===== config.mk =====
export PLATFORM = sky130hd
export DESIGN_NAME = alu_mc_flat
export DESIGN_NICKNAME = d
export VERILOG_FILES = /design/src/rtl/alu_mc_if.sv /design/src/rtl/alu_mc.sv /design/src/flat_wrapper.sv
export SDC_FILE = /design/constraint.sdc
export NUM_CORES = 1
export LEC_CHECK = 0
export ABC_AREA = 1
export BUFFER_PORTS_ARGS = -buffer_cell sky130_fd_sc_hd__buf_2
export CAP_MARGIN = 20
export CORE_AREA = 2 2 99 197
export DETAILED_ROUTE_END_ITERATION = 6
export DIE_AREA = 0 0 101 199
export GPL_ROUTABILITY_DRIVEN = 0
export SLEW_MARGIN = 30
export SYNTH_ARGS = -nofsm -noshare
export SYNTH_HDL_FRONTEND = slang
export SYNTH_SLANG_ARGS = --single-unit

===== constraint.sdc =====
create_clock -name clk -period 4.77 [get_ports clk]
set_clock_uncertainty 0.2 [all_clocks]
set_input_delay 0.7155 -clock clk [delete_from_list [all_inputs] [get_ports clk]]
set_output_delay 0.7155 -clock clk [all_outputs]
set_load 0.05 [all_outputs]

===== src/rtl/alu_mc_if.sv =====
// rtl/alu_mc_if.sv - issue/writeback handshake bundle for the multi-cycle ALU
interface alu_mc_if #(
    parameter int WIDTH = 8
);
    logic             in_valid;
    logic             in_ready;
    logic [WIDTH-1:0] A;
    logic [WIDTH-1:0] B;
    logic [3:0]       op;
    logic             out_valid;
    logic             out_ready;
    logic [WIDTH-1:0] result;
    logic             zero;
    logic             carry;
    logic             overflow;
    logic             negative;
    logic             err;

    modport master (
        output in_valid, A, B, op, out_ready,
        input  in_ready, out_valid, result, zero, carry, overflow, negative, err
    );

    modport slave (
        input  in_valid, A, B, op, out_ready,
        output in_ready, out_valid, result, zero, carry, overflow, negative, err
    );
endinterface


===== src/rtl/alu_mc.sv =====
// rtl/alu_mc.sv - multi-cycle ALU: single-cycle logic/arith/shift ops plus shift-add MUL
module alu_mc #(
    parameter int WIDTH  = 8,
    parameter bit MUL_EN = 1'b1
) (
    input  logic     clk,
    input  logic     rst_n,
    alu_mc_if.slave  bus
);
    localparam int SHW = $clog2(WIDTH);

    localparam logic [3:0] OP_ADD  = 4'h0;
    localparam logic [3:0] OP_AND  = 4'h1;
    localparam logic [3:0] OP_OR   = 4'h2;
    localparam logic [3:0] OP_SUB  = 4'h3;
    localparam logic [3:0] OP_XOR  = 4'h4;
    localparam logic [3:0] OP_SLT  = 4'h5;
    localparam logic [3:0] OP_NOR  = 4'h6;
    localparam logic [3:0] OP_SLL  = 4'h7;
    localparam logic [3:0] OP_SRL  = 4'h8;
    localparam logic [3:0] OP_SRA  = 4'h9;
    localparam logic [3:0] OP_MUL  = 4'hA;
    localparam logic [3:0] OP_SLTU = 4'hB;

    typedef enum logic [1:0] {
        S_IDLE,
        S_MUL,
        S_DONE
    } state_t;

    state_t             state_q;
    logic [WIDTH-1:0]   result_q;
    logic               zero_q;
    logic               carry_q;
    logic               overflow_q;
    logic               negative_q;
    logic               err_q;
    logic [2*WIDTH-1:0] acc_q;
    logic [2*WIDTH-1:0] mcand_q;
    logic [WIDTH-1:0]   mplier_q;
    logic [SHW-1:0]     cnt_q;

    logic [WIDTH-1:0]   alu_res_d;
    logic               alu_carry_d;
    logic               alu_ovf_d;
    logic               alu_ill_d;
    logic               is_mul;
    logic [WIDTH:0]     sum_w;
    logic [SHW-1:0]     shamt;
    logic [2*WIDTH-1:0] acc_d;

    assign is_mul = MUL_EN && (bus.op == OP_MUL);
    assign acc_d  = mplier_q[0] ? (acc_q + mcand_q) : acc_q;

    // Single-cycle ops evaluate the live bus; the result is only kept on the accept edge.
    always_comb begin
        shamt       = bus.B[SHW-1:0];
        sum_w       = {1'b0, bus.A} + {1'b0, bus.B};
        alu_res_d   = '0;
        alu_carry_d = 1'b0;
        alu_ovf_d   = 1'b0;
        alu_ill_d   = 1'b0;
        case (bus.op)
            OP_ADD: begin
                alu_res_d   = sum_w[WIDTH-1:0];
                alu_carry_d = sum_w[WIDTH];
                alu_ovf_d   = (bus.A[WIDTH-1] == bus.B[WIDTH-1]) &&
                              (alu_res_d[WIDTH-1] != bus.A[WIDTH-1]);
            end
            OP_SUB: begin
                alu_res_d   = bus.A - bus.B;
                alu_carry_d = (bus.A < bus.B);
                alu_ovf_d   = (bus.A[WIDTH-1] != bus.B[WIDTH-1]) &&
                              (alu_res_d[WIDTH-1] != bus.A[WIDTH-1]);
            end
            OP_AND:  alu_res_d = bus.A & bus.B;
            OP_OR:   alu_res_d = bus.A | bus.B;
            OP_XOR:  alu_res_d = bus.A ^ bus.B;
            OP_NOR:  alu_res_d = ~(bus.A | bus.B);
            OP_SLT:  alu_res_d = {{(WIDTH-1){1'b0}}, ($signed(bus.A) < $signed(bus.B))};
            OP_SLTU: alu_res_d = {{(WIDTH-1){1'b0}}, (bus.A < bus.B)};
            OP_SLL:  alu_res_d = bus.A << shamt;
            OP_SRL:  alu_res_d = bus.A >> shamt;
            OP_SRA:  alu_res_d = $unsigned($signed(bus.A) >>> shamt);
            default: alu_ill_d = 1'b1;
        endcase
    end

    always_ff @(posedge clk or negedge rst_n) begin
        if (!rst_n) begin
            state_q    <= S_IDLE;
            result_q   <= '0;
            zero_q     <= 1'b0;
            carry_q    <= 1'b0;
            overflow_q <= 1'b0;
            negative_q <= 1'b0;
            err_q      <= 1'b0;
            acc_q      <= '0;
            mcand_q    <= '0;
            mplier_q   <= '0;
            cnt_q      <= '0;
        end else begin
            case (state_q)
                S_IDLE: begin
                    if (bus.in_valid) begin
                        if (is_mul) begin
                            acc_q    <= '0;
                            mcand_q  <= {{WIDTH{1'b0}}, bus.A};
                            mplier_q <= bus.B;
                            cnt_q    <= SHW'(WIDTH - 1);
                            state_q  <= S_MUL;
                        end else begin
                            // Illegal ops leave alu_res_d at zero, so zero_q comes out set.
                            result_q   <= alu_res_d;
                            zero_q     <= (alu_res_d == '0);
                            carry_q    <= alu_carry_d;
                            overflow_q <= alu_ovf_d;
                            negative_q <= alu_res_d[WIDTH-1];
                            err_q      <= alu_ill_d;
                            state_q    <= S_DONE;
                        end
                    end
                end
                S_MUL: begin
                    acc_q    <= acc_d;
                    mcand_q  <= mcand_q << 1;
                    mplier_q <= mplier_q >> 1;
                    cnt_q    <= cnt_q - SHW'(1);
                    if (cnt_q == '0) begin
                        result_q   <= acc_d[WIDTH-1:0];
                        zero_q     <= (acc_d[WIDTH-1:0] == '0);
                        carry_q    <= |acc_d[2*WIDTH-1:WIDTH];
                        overflow_q <= 1'b0;
                        negative_q <= acc_d[WIDTH-1];
                        err_q      <= 1'b0;
                        state_q    <= S_DONE;
                    end
                end
                S_DONE: begin
                    if (bus.out_ready) begin
                        state_q <= S_IDLE;
                    end
                end
                default: state_q <= S_IDLE;
            endcase
        end
    end

    assign bus.in_ready  = (state_q == S_IDLE);
    assign bus.out_valid = (state_q == S_DONE);
    assign bus.result    = result_q;
    assign bus.zero      = zero_q;
    assign bus.carry     = carry_q;
    assign bus.overflow  = overflow_q;
    assign bus.negative  = negative_q;
    assign bus.err       = err_q;
endmodule


===== src/flat_wrapper.sv =====
// flat-port wrapper written by rule: the top's interface ports become plain ports
module alu_mc_flat 
#(
    parameter int WIDTH  = 8,
    parameter bit MUL_EN = 1'b1
)
  (clk, rst_n, bus_in_valid, bus_A, bus_B, bus_op, bus_out_ready, bus_in_ready, bus_out_valid, bus_result, bus_zero, bus_carry, bus_overflow, bus_negative, bus_err);
  alu_mc_if #(.WIDTH(WIDTH)) bus_i ();
  input  logic clk;
  input  logic rst_n;
  input wire logic [$bits(bus_i.in_valid)-1:0] bus_in_valid;
  input wire logic [$bits(bus_i.A)-1:0] bus_A;
  input wire logic [$bits(bus_i.B)-1:0] bus_B;
  input wire logic [$bits(bus_i.op)-1:0] bus_op;
  input wire logic [$bits(bus_i.out_ready)-1:0] bus_out_ready;
  output wire logic [$bits(bus_i.in_ready)-1:0] bus_in_ready;
  output wire logic [$bits(bus_i.out_valid)-1:0] bus_out_valid;
  output wire logic [$bits(bus_i.result)-1:0] bus_result;
  output wire logic [$bits(bus_i.zero)-1:0] bus_zero;
  output wire logic [$bits(bus_i.carry)-1:0] bus_carry;
  output wire logic [$bits(bus_i.overflow)-1:0] bus_overflow;
  output wire logic [$bits(bus_i.negative)-1:0] bus_negative;
  output wire logic [$bits(bus_i.err)-1:0] bus_err;
  assign bus_i.in_valid = bus_in_valid;
  assign bus_i.A = bus_A;
  assign bus_i.B = bus_B;
  assign bus_i.op = bus_op;
  assign bus_i.out_ready = bus_out_ready;
  assign bus_in_ready = bus_i.in_ready;
  assign bus_out_valid = bus_i.out_valid;
  assign bus_result = bus_i.result;
  assign bus_zero = bus_i.zero;
  assign bus_carry = bus_i.carry;
  assign bus_overflow = bus_i.overflow;
  assign bus_negative = bus_i.negative;
  assign bus_err = bus_i.err;
  alu_mc #(.WIDTH(WIDTH), .MUL_EN(MUL_EN)) u_core (.clk(clk), .rst_n(rst_n), .bus(bus_i));
endmodule

**Word-level counts from Yosys, hierarchy flattened**

Cells that the tools add are included.

- $add $sub $neg: 4
- Order comparisons: 2
- Eq/ne operators: 22
- Shifts and indexed selects: 3
- Muxes and demuxes: 45
- Bitwise operators: 4
- Reduce and logical (&&, ||, !) cells: 13

Operators by type and width:

| operator | count |
|---|---|
| case mux 8 bit (11 select lines) | 1 |
| 2-to-1 mux 16 bit | 5 |
| case mux 16 bit (2 select lines) | 2 |
| 2-to-1 mux 8 bit | 5 |
| case mux 8 bit (2 select lines) | 2 |
| adder 16 bit | 1 |
| == test 4 x 3 -> 1 bit (second input constant) | 4 |
| == test 4 bit (second input constant) | 4 |
| logical NOT 8 bit | 2 |
| < comparator 8 bit | 2 |
| 2-to-1 mux 1 bit | 15 |
| case mux 1 bit (2 select lines) | 7 |
| OR reduction 11 bit | 1 |
| adder 8 x 8 -> 9 bit | 1 |
| AND 8 bit | 1 |
| == test 4 x 2 -> 1 bit (second input constant) | 2 |
| 2-to-1 mux 2 bit | 4 |
| NOT 8 bit | 1 |
| OR 8 bit | 1 |
| OR reduction 8 bit | 1 |
| << shifter 8 x 3 -> 8 bit | 1 |
| right shift 8 x 3 -> 8 bit | 1 |
| >>> shifter 8 x 3 -> 8 bit | 1 |
| subtractor 8 bit | 1 |
| other kinds (19) | 27 |

- Register bits after elaboration: 58
- Input bits: 24
- Output and inout bits: 15
- Word-level logic and storage cells: 104

**Depth between registers and ports, before layout**

Gate-level depths: netlist of run 1.

- Depth after elaboration: 7
- Depth in mapped cells: 17
- Mapped depth without buffers: 17

**Least setup slack after synthesis of run 1**

No wires, ideal clock.

- Path kind: input port to flip-flop
- Start: in bus_B[2]
- End: reg u_core.zero_q (netlist: u_core.bus.zero)
- Library setup time: 77 ps
- Data arrival time: 2,254 ps
- Required time: 4,493 ps
- Slack: 2,238 ps
- Stages on the path: 17
- Buffers on the path: 2
- Cells stage by stage: inv_1 -> buf_2 -> ha_1 -> buf_6 -> inv_2 -> nand2_1 -> nand2_1 -> inv_1 -> nand2_1 -> nand3_1 -> nand2_1 -> nand2_1 -> nand3_1 -> nand3_1 -> nor2_1 -> nand3_1 -> a21oi_1

- Word-level cells in the longest chain between the ends: 7
- Elaborated cells on any way between the ends: 16
- Those cells by class: add/sub: 2; order compare: 2; shift: 3; mux: 4; bitwise: 4; reduce/logical: 1

Ends and longest elaborated chain:

| what | RTL line | RTL |
|---|---|---|
| start: declaration | flat_wrapper.sv:13 | `input wire logic [$bits(bus_i.B)-1:0] bus_B;` |
| branches (longest 2 deep; another with subtractor 8 bit) | n/a |  |
| case mux 8 bit (11 select lines) * | alu_mc.sv:63 | `case (bus.op)` |
| logical NOT 8 bit * | alu_mc.sv:115 | `zero_q <= (alu_res_d == '0);` |
| 2-to-1 mux 1 bit * | alu_mc.sv:106 | `if (is_mul) begin` |
| 2-to-1 mux 1 bit * | alu_mc.sv:105 | `if (bus.in_valid) begin` |
| case mux 1 bit (2 select lines) * | alu_mc.sv:103 | `case (state_q)` |
| end signal: assignment | alu_mc.sv:115 |  |
| end signal: assignment | alu_mc.sv:131 | `zero_q <= (acc_d[WIDTH-1:0] == '0);` |
| end: declaration | alu_mc.sv:33 | `logic zero_q;` |

Mark *: on every way between the ends. The select of a mux whose other input is x is not followed.
A chain may end at the register's enable or synchronous reset.

**Worst setup path in the final report of run 1**

Ends and elaborated chain as after synthesis.

==> PnR_summary.wiki, run 1 <==
{| class="wikitable"
! Metric !! Value
|-
| Status || completed
|-
| Detailed router's first-iteration violation count || 346
|-
| Routed WL || 19300 um
|-
| Reg-to-Reg Start || u_core.mplier_q[0]$_DFFE_PN0P_
|-
| Overall overflow remaining after global route || 0
|-
| Relative slew margins || 47.2%
|-
| Source of the critical timing path || bus_B[2]
|-
| Final clock period utilization by the worst path || 59.1%
|-
| Slowest-stage cell, CP || sky130_fd_sc_hd__ha_1
|-
| Number of enable-type register cells in the synthesized netlist || 0
|-
| Main synth FF type || sky130_fd_sc_hd__dfrtp_1
|-
| Post-CTS Setup Inserts || 0
|-
| Worst ir drop on vdd || 152 uV
|-
| Post-route setup TNS || 0 ns
|-
| Max-slew violation total from the final report || 0
|-
| Effective utilization at floorplan || 29.5%
|-
| Clock latency of the later-clocked register in the worst-skew pair || 0.33 ns
|-
| Number of antenna violations at the first check in global routing || 0
|-
| H-tree level count || 3
|-
| Total number of nets in the final design || 973
|-
| TritonCTS buffer count || 9
|-
| Vias per cell || 5.16
|-
| Part of the Yosys area used for sequential elements || 25.9%
|-
| Post-synthesis async set-or-reset flop share || 100%
|-
| Pre-antenna DRT Iters || 5
|-
| Commonest cells after routing, fill and taps aside || sky130_fd_sc_hd__nand2_1, sky130_fd_sc_hd__inv_1, sky130_fd_sc_hd__nand3_1
|-
| Total vias in the final route || 5815
|-
| Leakage || 3.25 nW
|-
| Type of destination of the critical path || flop
|-
| Area growth from synthesis to layout || 12.1%
|-
| Register bit total from synthesis || 57
|-
| Top-level I/O count || 39
|-
| Maximum number of pins on one net before global-route repair || 53
|-
| Final worst path period need || 2.82 ns
|-
| Hold-fix buffers, CTS || 1
|-
| Instance count of the mapped netlist || 877
|-
| Critical Path Source Type || input pin
|-
| Cell family with most CP delay || simple AND/OR/NAND/NOR gates
|-
| Finished Layout Cells || 1127
|-
| Final routed DRC violation total || 0
|-
| CTS tree || yes
|-
| Clock root buffer master || sky130_fd_sc_hd__clkbuf_16
|-
| CP peak stage delay || 0.54 ns
|-
| Die Span Y || 199 um
|-
| Antenna diode count || 0
|-
| Proportion of power drawn by combinational gates || 49.9%
|-
| Die outline area || 0.0201 sq mm
|-
| Ordered list of cells on the worst path || buf_2, inv_1, ha_1, nand2_1, nand3_1, nand2_1, nand2_1, nand2_1, nand3_1, nand3_1, nor2_1, nand3_1, a21oi_1
|-
| Peak Freq || 355 MHz
|-
| Number of nets still failing antenna checks after routing || 0
|-
| Clk pwr share || 22.8%
|-
| Buffers added on ports || 38
|-
| Final Hold Fails || 0
|-
| Kind of critical path || in2reg
|-
| DR WL/cell || 17.1 um
|-
| Worst Hold Margin || 0.284 ns
|-
| HPWL Detailed || 15900 um
|-
| Leading cell type in the layout, fill and taps excluded || sky130_fd_sc_hd__nand2_1
|-
| Reg clk slew, reported paths || 0.06 ns
|-
| Startpoint of the tightest hold check path || u_core.bus.carry$_DFFE_PN0P_
|-
| Number of nets produced by synthesis || 947
|-
| Data arrival time at the worst-slack endpoint || 2.87 ns
|-
| Cell count after placement || 1110
|-
| Proportion of layout cells with a drive suffix above 1 || 8.15%
|-
| Horiz. Die Dim || 101 um
|-
| Tightest Hold Check Type || reg2reg
|-
| Final count of negative-setup-slack endpoints || 0
|-
| Critical path buffers and inverters || 2
|-
| Max Cap Violations || 0
|-
| Transition time of the tightest slew-check pin || 0.789 ns
|-
| Number of cell rows || 71
|-
| Number of global-route vias before repair || 6025
|-
| Switching power || 1.41 mW
|-
| Switching share of total power || 46.9%
|-
| Power density over the cells || 488 mW/mm^2
|-
| Setup repair after global routing missed its margin || false
|-
| Internal power component || 1.60 mW
|-
| Maximum number of buffers from clock root to sink || 2
|-
| Wire length of the first global-routing pass || 30700 um
|-
| Average footprint of a synthesized cell || 6.28 sq um
|-
| Req. time, crit path || 4.82 ns
|-
| Overall fraction of global-route tracks in use || 20.0%
|-
| Cell area after synthesis || 0.00551 sq mm
|-
| Count of instances resized after the clock tree is built || 0
|-
| Count of distinct cell types in the synthesized netlist || 38
|-
| Largest fanout on the critical path || 14
|-
| Clk sink count || 57
|-
| Warning count from the yosys run || 0
|-
| Core outline area || 0.0187 sq mm
|-
| Seq pwr share || 27.4%
|}
registers in the layout, summed over array words and instances, names as in the netlist:
name                 count
u_core.acc_q            16
u_core.cnt_q             3
u_core.mplier_q          8
u_core.bus.overflow      1
u_core.mcand_q          16
u_core.bus.zero          1
u_core.state_q           2
u_core.bus.result        7
u_core.bus.err           1
u_core.bus.carry         1
u_core.bus.negative      1
area by class of cell:
class	count	area, sq um
tap	219	274
fill	2071	12500
clock inverter	7	95.1
sequential	57	1430
clock buffer	9	225
inverter	131	494
timing repair buffer	44	238
multi-input combinational	660	3420
metal layers:
metal / share of wire, % / global-route usage [%] / vias up
li1: - / - / 2897
met1: 32 / 17.2 / 2667
met2: 56 / 39.9 / 169
met3: 3.1 / 1.41 / 82
met4: 9.3 / 16.8 / 0
met5: 0 / 0 / -
logic make-up after synthesis:
family	synth area share, %
flops	25.9
buf+inv	12.1
xor+xnor	0.955
compound gates	12.8
fa+ha+maj	10.9
simple gates	37.4
synthesized netlist by cell type (4+ instances only):
master                     count  area share [%]
sky130_fd_sc_hd__nand2_2       4            0.45
sky130_fd_sc_hd__o21ai_0      45             4.1
sky130_fd_sc_hd__o21ai_1       5            0.45
sky130_fd_sc_hd__a22o_1        4            0.64
sky130_fd_sc_hd__dfrtp_1      57              26
sky130_fd_sc_hd__nand2_1     267              18
sky130_fd_sc_hd__o22ai_1      13             1.5
sky130_fd_sc_hd__nand4_1      21             2.4
sky130_fd_sc_hd__buf_4         5            0.68
sky130_fd_sc_hd__xor2_1        4            0.64
sky130_fd_sc_hd__nand3_1     108             9.8
sky130_fd_sc_hd__buf_2        12             1.1
sky130_fd_sc_hd__ha_1         43             9.8
sky130_fd_sc_hd__inv_1       124             8.5
sky130_fd_sc_hd__buf_6         4            0.82
sky130_fd_sc_hd__inv_2         5            0.34
sky130_fd_sc_hd__o211ai_1     15             2.0
sky130_fd_sc_hd__a31oi_1       5            0.57
sky130_fd_sc_hd__clkbuf_1      7            0.48
sky130_fd_sc_hd__nor2_1       75             5.1
sky130_fd_sc_hd__a21oi_1      27             2.5
power by group through the flow:
stage	combinational, mW	sequential, mW	clock (mW)
after floorplan	1.02	0.922	0
after global placement	1.48	0.830	0
after detailed placement	1.50	0.833	0
after CTS	1.51	0.826	0.692
after global routing	1.71	0.850	0.714
final	1.50	0.824	0.686
tightest hold or removal path: stages (launching register included):
cell and delay [ns]:
sky130_fd_sc_hd__dfrtp_1 0.34, sky130_fd_sc_hd__nand2_1 0.06, sky130_fd_sc_hd__nand2_1 0.05
through the flow:
stage	instance area, sq um	worst slack (ns)	util [%]	power (mW)
after floorplan	5510	2.24	-	1.95
after global placement	5840	1.70	31.3	2.31
after detailed placement	5840	1.66	31.3	2.33
after CTS	6170	1.99	33.1	3.03
after global routing	6170	1.71	33.1	3.27
final	6170	1.95	33.1	3.01
final timing paths:
check | slack [ns] | endpoint | depth (start not counted)
max in group asynchronous | 2.95 | u_core.cnt_q[2]$_DFFE_PN0P_ | 3
setup reg to reg | 2.01 | u_core.bus.zero$_DFFE_PN0P_ | 10
hold reg to reg | 0.28 | u_core.bus.carry$_DFFE_PN0P_ | 2
setup / recovery | 1.95 | u_core.bus.zero$_DFFE_PN0P_ | 13
hold / removal | 0.28 | u_core.bus.carry$_DFFE_PN0P_ | 2
min in group asynchronous | 0.53 | u_core.mplier_q[3]$_DFFE_PN0P_ | 2
No activity file was read; power rests on OpenSTA's default activity.
==> run 2: changes to the inputs <==
- ABC_AREA: 1 -> 0
- CORE_AREA: 2 2 99 197 -> 2 2 96 190
- DIE_AREA: 0 0 101 199 -> 0 0 98 192
- clock period: 4.77 -> 2.8 ns (I/O delays scaled with it)
==> run 2 against run 1 <==
The flow now finishes with violations (setup timing); worst hold slack worse by 0.19 ns; routed wire length down 15%; final cell count down 16%; non-clock buffer count up 101; sequential share of layout area down 1.8 points; worst setup slack worse by 2.1 ns; combinational power up 45%; critical path depth down 3; sequential power up 59%; flip-flop and latch count unchanged; largest power group unchanged.
==> PnR_summary.wiki, run 2 <==
{| class="wikitable"
! Metric !! Value
|-
| Detailed router's first-iteration violation count || 196
|-
| Ordered list of cells on the worst path || ha_2, fa_2, a211oi_2, o21bai_1, or3_1, a21oi_2, xnor2_1, a2111oi_1, nand4_1, o31a_1
|-
| Commonest cells after routing, fill and taps aside || sky130_fd_sc_hd__buf_4, sky130_fd_sc_hd__nand2_1, sky130_fd_sc_hd__dfrtp_1
|-
| Instance count of the mapped netlist || 611
|-
| Number of nets still failing antenna checks after routing || 0
|-
| Worst ir drop on vdd || 269 uV
|-
| Leading cell type in the layout, fill and taps excluded || sky130_fd_sc_hd__buf_4
|-
| Die Span Y || 192 um
|-
| Tightest Hold Check Type || in2reg
|-
| Max Cap Violations || 0
|-
| Final Hold Fails || 0
|-
| Buffers added on ports || 38
|-
| Part of the Yosys area used for sequential elements || 27.9%
|-
| Setup WS post-layout || -0.187 ns
|-
| Status || complete, but fails checks
|-
| Peak Freq || 335 MHz
|-
| Pre-antenna DRT Iters || 4
|-
| Relative slew margins || 52.9%
|-
| Reg-to-Reg Start || u_core.mcand_q[0]$_DFFE_PN0P_
|-
| Total vias in the final route || 5035
|-
| Top cells by count, synth || sky130_fd_sc_hd__dfrtp_1, sky130_fd_sc_hd__nand2_1, sky130_fd_sc_hd__a21oi_1
|-
| Minimum setup slack after placement || -0.244 ns
|-
| HPWL Detailed || 13400 um
|-
| Number of antenna violations at the first check in global routing || 0
|-
| CP peak stage delay || 0.39 ns
|-
| Main synth FF type || sky130_fd_sc_hd__dfrtp_1
|-
| Post-synth top area share || 27.9%
|-
| Clk sink count || 57
|-
| Average footprint of a synthesized cell || 8.37 sq um
|-
| Source of the critical timing path || u_core.mcand_q[0]$_DFFE_PN0P_
|-
| Worst Hold Margin || 0.0893 ns
|-
| Number of enable-type register cells in the synthesized netlist || 0
|-
| Final worst path period need || 2.99 ns
|-
| Core outline area || 0.0173 sq mm
|-
| Overall fraction of global-route tracks in use || 17.9%
|-
| Vias per cell || 5.34
|-
| Max-slew violation total from the final report || 0
|-
| Clock latency of the later-clocked register in the worst-skew pair || 0.33 ns
|-
| Antenna diode count || 0
|-
| Post-route setup TNS || -0.249 ns
|-
| Cell type with the highest aggregate area in the netlist || sky130_fd_sc_hd__dfrtp_1
|-
| Clock root buffer master || sky130_fd_sc_hd__clkbuf_16
|-
| Overall overflow remaining after global route || 0
|-
| Post-synthesis async set-or-reset flop share || 100%
|-
| Register bit total from synthesis || 57
|-
| Final routed DRC violation total || 0
|-
| H-tree level count || 3
|-
| Critical Path Source Type || flop
|-
| Leakage || 3.25 nW
|-
| Top-level I/O count || 39
|-
| Power density over the cells || 706 mW/mm^2
|-
| Startpoint of the tightest hold check path || bus_out_ready
|-
| Maximum number of buffers from clock root to sink || 2
|-
| Die outline area || 0.0188 sq mm
|-
| Warning count from the yosys run || 0
|-
| Kind of critical path || reg2reg
|-
| TritonCTS buffer count || 9
|-
| Number of global-route vias before repair || 5179
|-
| Transition time of the tightest slew-check pin || 0.700 ns
|-
| Final clock period utilization by the worst path || 107%
|-
| Final count of negative-setup-slack endpoints || 2
|-
| Count of distinct cell types in the synthesized netlist || 72
|-
| Type of destination of the critical path || flop
|-
| DR WL/cell || 17.4 um
|-
| Proportion of layout cells with a drive suffix above 1 || 27.3%
|-
| Req. time, crit path || 2.82 ns
|-
| Routed WL || 16400 um
|-
| Horiz. Die Dim || 98 um
|-
| Total number of nets in the final design || 798
|-
| Maximum number of pins on one net before global-route repair || 53
|-
| Data arrival time at the worst-slack endpoint || 3.00 ns
|-
| Cell area after synthesis || 0.00512 sq mm
|-
| Setup repair after global routing missed its margin || true
|-
| Largest fanout on the critical path || 2
|-
| Wire length of the first global-routing pass || 26500 um
|-
| Top cells by area, synth || sky130_fd_sc_hd__dfrtp_1, sky130_fd_sc_hd__ha_1, sky130_fd_sc_hd__a21oi_1, sky130_fd_sc_hd__o21ai_0, sky130_fd_sc_hd__nand2_1
|-
| Largest regs || u_core.acc_q (16), u_core.mcand_q (16), u_core.mplier_q (8)
|-
| Slowest-stage cell, CP || sky130_fd_sc_hd__dfrtp_1
|-
| Number of cell rows || 68
|-
| Violated checks || setup timing
|-
| Effective utilization at floorplan || 29.6%
|-
| Number of nets produced by synthesis || 681
|-
| Reg clk slew, reported paths || 0.05 ns
|-
| Area growth from synthesis to layout || 30.8%
|-
| CTS tree || yes
|}
run 2: layout make-up:
type / instances / area (sq um)
Inverter: 32 / 120
Clock inverter: 4 / 73.8
Timing Repair Buffer: 145 / 1050
Clock buffer: 12 / 267
Tap cell: 210 / 263
Multi-Input combinational cell: 483 / 3490
Fill cell: 1788 / 10600
Sequential cell: 57 / 1430
run 2: cells by family (layout without fill, tap and decap cells):
group,after synthesis,after routing,share of synthesized area (%)
AND/OR/NAND/NOR,170,170,15.9
XOR/XNOR,24,24,4.11
multiplexers,30,30,7.21
AO/OA/AOI/OAI,213,213,27.7
flip-flops,57,57,27.9
adder cells (fa/ha/maj),46,46,11.7
buffers and inverters,71,193,5.55
run 2: per-layer routing:
metal	global-route usage [%]	share of wire (%)	vias up
li1	-	-	2459
met1	17.3	35	2376
met2	34.6	55	131
met3	1.75	2.6	69
met4	13.0	7.6	0
met5	0	0	-
run 2: final timing paths:
path / endpoint / slack, ns / cells after the start
setup / recovery: u_core.bus.carry$_DFFE_PN0P_ / -0.19 / 10
hold / removal: u_core.state_q[1]$_DFFE_PN0P_ / 0.09 / 2
setup reg to reg: u_core.bus.carry$_DFFE_PN0P_ / -0.19 / 10
hold reg to reg: u_core.bus.err$_DFFE_PN0P_ / 0.27 / 2
max in group asynchronous: u_core.bus.result[6]$_DFFE_PN0P_ / 1.33 / 3
min in group asynchronous: u_core.mplier_q[1]$_DFFE_PN0P_ / 0.39 / 2
run 2: timing repair:
| item | CTS | global route |
|---|---|---|
| pin swaps | 0 | 6 |
| hold buffers | 1 | 0 |
| resized for setup | 1 | 9 |
| buffers inserted | 0 | 1 |
| endpoints found under the hold margin | 19 | 0 |
| endpoints found under the setup margin | 2 | 7 |
run 2: worst max-delay path: cells and delay by family, from the launching register on:
kind                     cells  cell delay (ns)
AND/OR/NAND/NOR              2             0.50
XOR/XNOR                     1             0.09
adder cells (fa/ha/maj)      2             0.57
AO/OA/AOI/OAI                5             1.12
flip-flops                   1             0.39
run 2: metrics by stage:
step | instances | utilization (%) | total power, mW | area, sq um
6_report | 943 | 38.7 | 4.72 | 6690
5_1_grt | 943 | 38.7 | 5.04 | 6690
4_1_cts | 942 | 38.5 | 4.72 | 6650
3_5_place_dp | 925 | 36.5 | 3.47 | 6300
3_3_place_gp | 925 | 36.5 | 3.43 | 6300
2_1_floorplan | 611 | - | 2.64 | 5160
run 2: report_power, final:
group / switching, mW / internal (mW) / total (mW)
registers: 0.231 / 1.08 / 1.31
logic: 1.21 / 0.968 / 2.17
clock network: 0.384 / 0.851 / 1.24
total: 1.82 / 2.90 / 4.72
==> run 3: changes to the inputs <==
- CORE_AREA: 2 2 96 190 -> 2 2 68 134
- DIE_AREA: 0 0 98 192 -> 0 0 70 136
- PLACE_DENSITY: default -> 0.8
==> run 3 against run 2 <==
The run still ends with setup timing left; worst hold slack better by 0.0089 ns; final cell count is 15% lower; routed wire length is 1.1% higher; non-clock buffer count fell by 29; worst setup slack worse by 0.046 ns; count of clock-buffer cells in the layout down 2; critical path type unchanged; critical endpoint unchanged; largest power group unchanged.
==> PnR_summary.wiki, run 3 (synthesized netlist as in run 2, its figures left out) <==
{| class="wikitable"
! Metric !! Value
|-
| Status || complete, but fails checks
|-
| Violated checks || setup timing
|-
| Final clock period utilization by the worst path || 108%
|-
| Maximum number of pins on one net before global-route repair || 56
|-
| Worst Hold Margin || 0.0982 ns
|-
| Buffers added on ports || 38
|-
| Clk pwr share || 25.3%
|-
| Total area of multi-input combinational cells || 0.00354 sq mm
|-
| # fillers || 603
|-
| Final worst path period need || 3.03 ns
|-
| Cell family with most CP delay || compound AO/OA/AOI/OAI gates
|-
| Core outline area || 0.00853 sq mm
|-
| TritonCTS buffer count || 9
|-
| Setup repair after global routing missed its margin || true
|-
| Effective utilization at floorplan || 60.0%
|-
| Die outline area || 0.00952 sq mm
|-
| Routed WL || 16600 um
|-
| Clock latency of the later-clocked register in the worst-skew pair || 0.34 ns
|-
| Final count of negative-setup-slack endpoints || 1
|-
| Overall overflow remaining after global route || 0
|-
| Seq pwr share || 28.9%
|-
| Total number of nets in the final design || 769
|-
| Kind of critical path || reg2reg
|-
| Crit. path cell count || 10
|-
| Critical Path Source Type || flop
|-
| Tightest Hold Check Type || in2reg
|-
| H-tree level count || 3
|-
| Switching power || 1.92 mW
|-
| Relative slew margins || 44.6%
|-
| Die Span Y || 136 um
|-
| DR WL/cell || 20.7 um
|-
| HPWL Detailed || 12300 um
|-
| Horiz. Die Dim || 70 um
|-
| Number of antenna violations at the first check in global routing || 0
|-
| Commonest cells after routing, fill and taps aside || sky130_fd_sc_hd__buf_4, sky130_fd_sc_hd__nand2_1, sky130_fd_sc_hd__dfrtp_1
|-
| Max-slew violation total from the final report || 0
|-
| Vias per cell || 6.60
|-
| CTS tree || yes
|-
| Number of cell rows || 48
|-
| Pre-antenna DRT Iters || 6
|-
| Slowest-stage cell, CP || sky130_fd_sc_hd__dfrtp_1
|-
| Number of nets still failing antenna checks after routing || 0
|-
| R2R cell count || 10
|-
| Top-level I/O count || 39
|-
| Ordered list of cells on the worst path || ha_2, fa_2, a211oi_2, o21bai_1, or3_1, a21oi_2, xnor2_2, a2111oi_4, nand4_1, o31a_1
|-
| Number of global-route vias before repair || 5253
|-
| Leading cell type in the layout, fill and taps excluded || sky130_fd_sc_hd__buf_4
|-
| Total area of sequential cells || 0.00143 sq mm
|-
| CP peak stage delay || 0.39 ns
|-
| Req. time, crit path || 2.81 ns
|-
| Switching share of total power || 40.9%
|-
| Final routed DRC violation total || 0
|-
| Overall fraction of global-route tracks in use || 35.6%
|-
| Data arrival time at the worst-slack endpoint || 3.05 ns
|-
| Peak Freq || 330 MHz
|-
| Final Hold Fails || 0
|-
| Largest regs || u_core.acc_q (16), u_core.mcand_q (16), u_core.mplier_q (8)
|-
| Setup WS post-layout || -0.233 ns
|-
| Maximum number of buffers from clock root to sink || 2
|-
| Antenna diode count || 0
|-
| Proportion of power drawn by combinational gates || 45.8%
|-
| Leakage || 3.08 nW
|-
| Total vias in the final route || 5303
|-
| Transition time of the tightest slew-check pin || 0.825 ns
|-
| Wire length of the first global-routing pass || 26200 um
|-
| Reg clk slew, reported paths || 0.05 ns
|-
| Power density over the cells || 739 mW/mm^2
|-
| Largest fanout on the critical path || 3
|-
| Hold depth || 2
|-
| Clock root buffer master || sky130_fd_sc_hd__clkbuf_16
|-
| Detailed router's first-iteration violation count || 422
|-
| Worst ir drop on vdd || 470 uV
|-
| Final core occ || 74.4%
|-
| Critical path buffers and inverters || 0
|-
| Internal power component || 2.77 mW
|-
| Clk sink count || 57
|-
| Area growth from synthesis to layout || 24.0%
|-
| Type of destination of the critical path || flop
|-
| Proportion of layout cells with a drive suffix above 1 || 25.0%
|-
| Max Cap Violations || 0
|}
run 3: metrics by stage:
| step | setup WS, ns | instances | setup TNS, ns | instance area, sq um | total power, mW |
|---|---|---|---|---|---|
| global route | -0.328 | 803 | -0.334 | 6340 | 4.91 |
| detailed placement | -0.292 | 786 | -1.11 | 5920 | 3.35 |
| CTS | -0.213 | 802 | -0.213 | 6260 | 4.57 |
| finish | -0.233 | 803 | -0.233 | 6340 | 4.69 |
| floorplan | -0.00101 | 611 | -0.00101 | 5160 | 2.64 |
| global placement | -0.202 | 786 | -0.482 | 5920 | 3.27 |
run 3: path summary, 6_finish.rpt:
kind,from,to,slack (ns)
setup / recovery,u_core.mcand_q[0]$_DFFE_PN0P_,u_core.bus.carry$_DFFE_PN0P_,-0.23
hold / removal,bus_out_ready,u_core.state_q[1]$_DFFE_PN0P_,0.1
setup reg to reg,u_core.mcand_q[0]$_DFFE_PN0P_,u_core.bus.carry$_DFFE_PN0P_,-0.23
hold reg to reg,u_core.mplier_q[2]$_DFFE_PN0P_,u_core.mplier_q[2]$_DFFE_PN0P_,0.29
max in group asynchronous,rst_n,u_core.state_q[1]$_DFFE_PN0P_,1.18
min in group asynchronous,rst_n,u_core.mcand_q[10]$_DFFE_PN0P_,0.38
run 3: power groups by stage:
stage,logic (mW),clock network [mW],registers (mW)
2_1_floorplan,1.24,0,1.40
3_3_place_gp,1.94,0,1.33
3_5_place_dp,2.01,0,1.35
4_1_cts,2.04,1.19,1.34
5_1_grt,2.30,1.22,1.38
6_report,2.15,1.19,1.35
run 3: what timing repair did:
action,in CTS,in global routing
setup endpoints to repair,2,5
pin swaps,1,4
endpoints found under the hold margin,21,0
resized for setup,4,15
buffers inserted,0,1
hold buffers,1,0
run 3: final cells by class:
| cell class | count | area share, % |
|---|---|---|
| inverter | 32 | 1.89 |
| sequential | 57 | 22.5 |
| timing repair buffer | 116 | 12.7 |
| clock inverter | 5 | 1.26 |
| multi-input combinational | 483 | 55.9 |
| tap | 100 | 1.97 |
| clock buffer | 10 | 3.77 |
run 3: routing by layer:
metal	track usage [%]	part of all wire, %
met1	34.0	32
met2	63.9	52
met3	5.04	5.2
met4	33.2	11
met5	0	0
